$ cat config.mk
export PLATFORM = sky130hd
export DESIGN_NAME = instr_fetch
export DESIGN_NICKNAME = d
export VERILOG_FILES = /design/src/rtl/instr_fetch.sv
export SDC_FILE = /design/constraint.sdc
export NUM_CORES = 1
export LEC_CHECK = 0
export CAP_MARGIN = 20
export CELL_PAD_IN_SITES_DETAIL_PLACEMENT = 0
export CELL_PAD_IN_SITES_GLOBAL_PLACEMENT = 1
export CORE_MARGIN = 2
export CORE_UTILIZATION = 29
export DETAILED_ROUTE_END_ITERATION = 12
export PLACE_DENSITY_LB_ADDON = 0.1
export SLEW_MARGIN = 15
export SYNTH_ARGS = -nofsm -noshare
export SYNTH_HDL_FRONTEND = slang
export SYNTH_SLANG_ARGS = --single-unit
export TNS_END_PERCENT = 30
$ cat constraint.sdc
create_clock -name clk -period 1.4 [get_ports clk]
set_input_delay 0.14 -clock clk [delete_from_list [all_inputs] [get_ports clk]]
set_output_delay 0.14 -clock clk [all_outputs]
set_load 0.03 [all_outputs]
$ cat src/rtl/instr_fetch.sv
// ---------------------------------------------------------------------------
// instr_fetch
//
// Instruction fetch unit sitting between program/data memory and the CPU
// control unit. Owns the program counter, drives the (read-only) memory
// address port, assembles one- or two-word instructions into ir_hi/ir_lo and
// presents them to the CPU over a fetch_valid / fetch_ack handshake.
//
// Ports
//   clk          in   rising-edge system clock
//   rst_n        in   asynchronous active-low reset
//   fetch_req    in   CPU requests the next instruction
//   fetch_ack    in   CPU has consumed ir_hi/ir_lo (only honoured in DONE)
//   pc_load      in   load pc from pc_in (honoured in IDLE and DONE only)
//   pc_in        in   jump/branch target
//   mem_rdata    in   memory read data, combinational from mem_addr
//   mem_addr     out  memory address, always equal to pc
//   mem_we       out  memory write enable, constant 0
//   pc           out  current program counter
//   ir_hi        out  first instruction word
//   ir_lo        out  second instruction word, 0 for one-word instructions
//   fetch_valid  out  ir_hi/ir_lo hold a complete instruction (DONE)
//   busy         out  fetch in progress (FETCH1 or FETCH2)
//   fetch_err    out  sticky PC-wrap flag
//
// Build option
//   FETCH_WRAP_ERR_EN : when defined, fetch_err latches on any fetch increment
//                       that wraps pc from all-ones to 0; cleared only by
//                       rst_n. When undefined, fetch_err is tied low.
// ---------------------------------------------------------------------------
module instr_fetch #(
    parameter int ADDR_WIDTH = 6,
    parameter int DATA_WIDTH = 16,
    parameter int START_PC   = 8
) (
    input  logic                  clk,
    input  logic                  rst_n,
    input  logic                  fetch_req,
    input  logic                  fetch_ack,
    input  logic                  pc_load,
    input  logic [ADDR_WIDTH-1:0] pc_in,
    input  logic [DATA_WIDTH-1:0] mem_rdata,
    output logic [ADDR_WIDTH-1:0] mem_addr,
    output logic                  mem_we,
    output logic [ADDR_WIDTH-1:0] pc,
    output logic [DATA_WIDTH-1:0] ir_hi,
    output logic [DATA_WIDTH-1:0] ir_lo,
    output logic                  fetch_valid,
    output logic                  busy,
    output logic                  fetch_err
);

    typedef enum logic [1:0] {
        IDLE   = 2'd0,
        FETCH1 = 2'd1,
        FETCH2 = 2'd2,
        DONE   = 2'd3
    } state_t;

    state_t                  state_reg, state_next;
    logic [ADDR_WIDTH-1:0]   pc_reg, pc_next;
    logic [DATA_WIDTH-1:0]   ir_hi_reg, ir_hi_next;
    logic [DATA_WIDTH-1:0]   ir_lo_reg, ir_lo_next;
    logic [ADDR_WIDTH-1:0]   pc_inc;
    logic [3:0]              opcode;
    logic                    is_long;

    // Natural-width add: all-ones + 1 wraps to 0.
    assign pc_inc = pc_reg + ADDR_WIDTH'(1);

    // Two-word instructions carry an immediate operand: opcode 0..4 with
    // low nibble 8. Everything else is a single word.
    assign opcode  = mem_rdata[DATA_WIDTH-1 -: 4];
    assign is_long = (opcode <= 4'h4) && (mem_rdata[3:0] == 4'h8);

    always_ff @(posedge clk or negedge rst_n) begin
        if (!rst_n) begin
            state_reg <= IDLE;
            pc_reg    <= ADDR_WIDTH'(START_PC);
            ir_hi_reg <= '0;
            ir_lo_reg <= '0;
        end else begin
            state_reg <= state_next;
            pc_reg    <= pc_next;
            ir_hi_reg <= ir_hi_next;
            ir_lo_reg <= ir_lo_next;
        end
    end

    always_comb begin
        state_next = state_reg;
        pc_next    = pc_reg;
        ir_hi_next = ir_hi_reg;
        ir_lo_next = ir_lo_reg;
        case (state_reg)
            IDLE: begin
                // A simultaneous load and request: the new pc is in place
                // before FETCH1 drives it onto mem_addr.
                if (pc_load)
                    pc_next = pc_in;
                if (fetch_req)
                    state_next = FETCH1;
            end
            FETCH1: begin
                ir_hi_next = mem_rdata;
                ir_lo_next = '0;
                pc_next    = pc_inc;
                state_next = is_long ? FETCH2 : DONE;
            end
            FETCH2: begin
                ir_lo_next = mem_rdata;
                pc_next    = pc_inc;
                state_next = DONE;
            end
            DONE: begin
                if (pc_load)
                    pc_next = pc_in;
                if (fetch_ack)
                    state_next = fetch_req ? FETCH1 : IDLE;
            end
            default: state_next = IDLE;
        endcase
    end

`ifdef FETCH_WRAP_ERR_EN
    logic fetch_err_reg;
    logic wrap_hit;

    // Only fetch increments count; pc_load to 0 is not a wrap.
    assign wrap_hit = ((state_reg == FETCH1) || (state_reg == FETCH2)) &&
                      (pc_reg == {ADDR_WIDTH{1'b1}});

    always_ff @(posedge clk or negedge rst_n) begin
        if (!rst_n)
            fetch_err_reg <= 1'b0;
        else if (wrap_hit)
            fetch_err_reg <= 1'b1;
    end

    assign fetch_err = fetch_err_reg;
`else
    assign fetch_err = 1'b0;
`endif

    assign pc          = pc_reg;
    assign mem_addr    = pc_reg;
    assign mem_we      = 1'b0;
    assign ir_hi       = ir_hi_reg;
    assign ir_lo       = ir_lo_reg;
    assign fetch_valid = (state_reg == DONE);
    assign busy        = (state_reg == FETCH1) || (state_reg == FETCH2);

endmodule

==> results.ini, run 1 <==
[run_status]
status = finished clean

[synth]
syn_area_um2 = 1810
yosys_warnings = 0
yosysTopAreaCell = dfrtp_1
synth-main-ff-cell = dfrtp_1
synth_seq_cells = 40
avgSynthCellArea_um2 = 11.7
syn-instance-count = 155
synth_edf_count = 0
ys_seq_area_share_pct = 55.4
async_reset_ff_share_pct = 100
synth_area_leaders = dfrtp_1, mux2_2, a22o_1, ha_1, buf_4
synth_top_area_share_pct = 53.9
synth_cell_types = 32

[layout]
area_delta_synth_final_pct = 53.9
diodes = 0
nNetsFinal = 269
seqCellArea_um2 = 1000
fillers = 598
fin_util_pct = 46.5
mostFrequentLayoutCells = dlygate4sd2_1, dfrtp_1, clkdlybuf4s50_1
final_cells = 312
drive_above_1_share_pct = 23.2
multiInputGateArea_um2 = 698
mostFrequentLayoutCell = dlygate4sd2_1

[cts]
cts_htree_levels = 2
clk_latency_ns = 0.29
cts_root_buffer = clkbuf_8
cts.clk_slew.worst_paths_ns = 0.08
clock_sinks = 40
numCtsBuffers = 5
cts_tree = built
clockBufferDepth = 2

[pwr]
vdd_drop_max_mv = 1.16
p_leak_uw = 0.00132
power.density_nw_per_um2 = 2760

[grt]
grt-ovfl-total = 0
busiest_layer = met2
grt_use_met3_pct = 5.17
met2_usage_pct = 21.8
grt_usage_pct = 13.8
use_met1_pct = 17.7
grt_pass1_wl_mm = 7.48
grt_pass1_vias = 1488
grt_start_max_net_pins = 25
antenna_found_initial = 0

[placed_design]
place_congestion = 0.756
portBuffers = 72
hpwl_mm = 3.51
post-place-ws_ns = -0.0375
placedCellCount = 298

[timing]
hold_viol = 0
slew_violations = 0
post-route-period-util_pct = 99.0
rsz0062_at_grt = yes
timing.final.ws_setup_ns = 0.0136
finalClockSkew_ns = 0.00811
period_needed_ns = 1.39
fmax_mhz = 721
setup_viol = 0

[run]
max_cap_violations = 0

[drt]
ant_nets = 0
vias_per_cell = 4.62
dr_total_vias = 1440
drc = 0
totalWireLength_mm = 4.68
drt-pass1-iter-count = 4
wl_per_cell_um = 15.0
drt_iter0_markers = 60

[worst_setup_path]
start_kind = flip-flop
r2r-start = state_reg[1]
crit_type = reg2reg
path_max_fanout = 17
cp.required_ns = 1.61
crit_arrival_ns = 1.60
cp-startpoint = state_reg[1]
end_kind = flip-flop

[floorplan]
die_w_um = 83.0
core-area_um2 = 5990
initial_core_util_pct = 30.2
rows = 28
dieHeight_um = 83.0
pin_count = 75
dieArea_um2 = 6890

[worst_hold_path]
worstHoldPathType = in2async

what timing repair did:
action,4_1_cts,5_1_grt
resized for setup,43,14
hold endpoints to repair,15,0
gates cloned,0,1
hold buffers,1,0
setup buffers,0,4
setup endpoints to repair,54,31
pin swaps,0,2
per-stage QoR:
stage / setup TNS [ns] / hold WS (ns) / total power, uW / cell area (um^2)
2_1_floorplan: -0.699 / -0.156 / 5080 / 1840
3_3_place_gp: 0 / 0.0977 / 6720 / 2640
6_report: 0 / 0.325 / 7680 / 2790
4_1_cts: -0.0853 / 0.325 / 7460 / 2720
3_5_place_dp: -0.215 / 0.105 / 6850 / 2640
5_1_grt: -0.0960 / 0.356 / 8170 / 2790
cell usage after synthesis, types with 2 or more instances:
library cell	count
nand3_1	8
dfrtp_1	39
buf_4	9
ha_1	6
mux2_2	17
nor2_1	3
mux2i_1	2
nand2_1	5
a31oi_1	3
a21oi_1	3
a22o_1	9
a211oi_1	2
buf_2	6
inv_1	12
nand2b_1	3
o21ai_0	11
nor2b_1	2
kinds of logic after synthesis:
family / count (synthesis) / synth area share (%)
flops: 40 / 55.4
compound gates: 33 / 12.3
buf+inv: 29 / 8.30
simple gates: 27 / 7.95
mux: 19 / 11.7
fa+ha+maj: 6 / 4.15
other cells: 1 / 0.207
routing by layer:
layer / part of all wire, % / vias to the layer above
li1: - / 694
met1: 46 / 703
met2: 47 / 39
met3: 5.9 / 4
met4: 0.90 / 0
met5: 0 / -
path summary, 6_finish.rpt:
| kind | endpoint | slack [ns] | depth (start not counted) |
|---|---|---|---|
| worst min register to register | ir_hi[3] | 0.51 | 1 |
| worst max-delay path | state_reg[0] | 0.01 | 6 |
| min in group clk | mem_addr[2] | 0.45 | 3 |
| worst max register to register | state_reg[0] | 0.01 | 6 |
| worst min-delay path | mem_addr[0] | 0.33 | 2 |
| max in group asynchronous | ir_lo[9] | 0.60 | 3 |
power by group:
group          leakage, uW  switching [uW]  total, uW  internal [uW]
logic             0.000760            2680       4610           1930
registers         0.000495             359       2070           1710
clock network    0.0000614             414        997            583
total              0.00132            3450       7680           4230
worst max-delay path, stage by stage, from the launching register on:
cell and delay (ns):
dfrtp_1 0.42, inv_2 0.10, ha_1 0.20, buf_12 0.17
inv_1 0.05, a31o_2 0.21, a31oi_1 0.15
layout make-up:
| type | instances | share of cell area, % |
|---|---|---|
| Sequential cell | 40 | 36.0 |
| Timing Repair Buffer | 88 | 29.5 |
| Multi-Input combinational cell | 88 | 25.1 |
| Tap cell | 75 | 3.37 |
| Clock buffer | 6 | 2.96 |
| Inverter | 13 | 1.75 |
| Clock inverter | 2 | 1.39 |
(Power assumes the default switching activity.)
==> run 2: changes to the inputs <==
GPL_ROUTABILITY_DRIVEN = 0   (was not set)
==> results of run 2 <==
Final layout, timing and power as in run 1 (identical DEF).
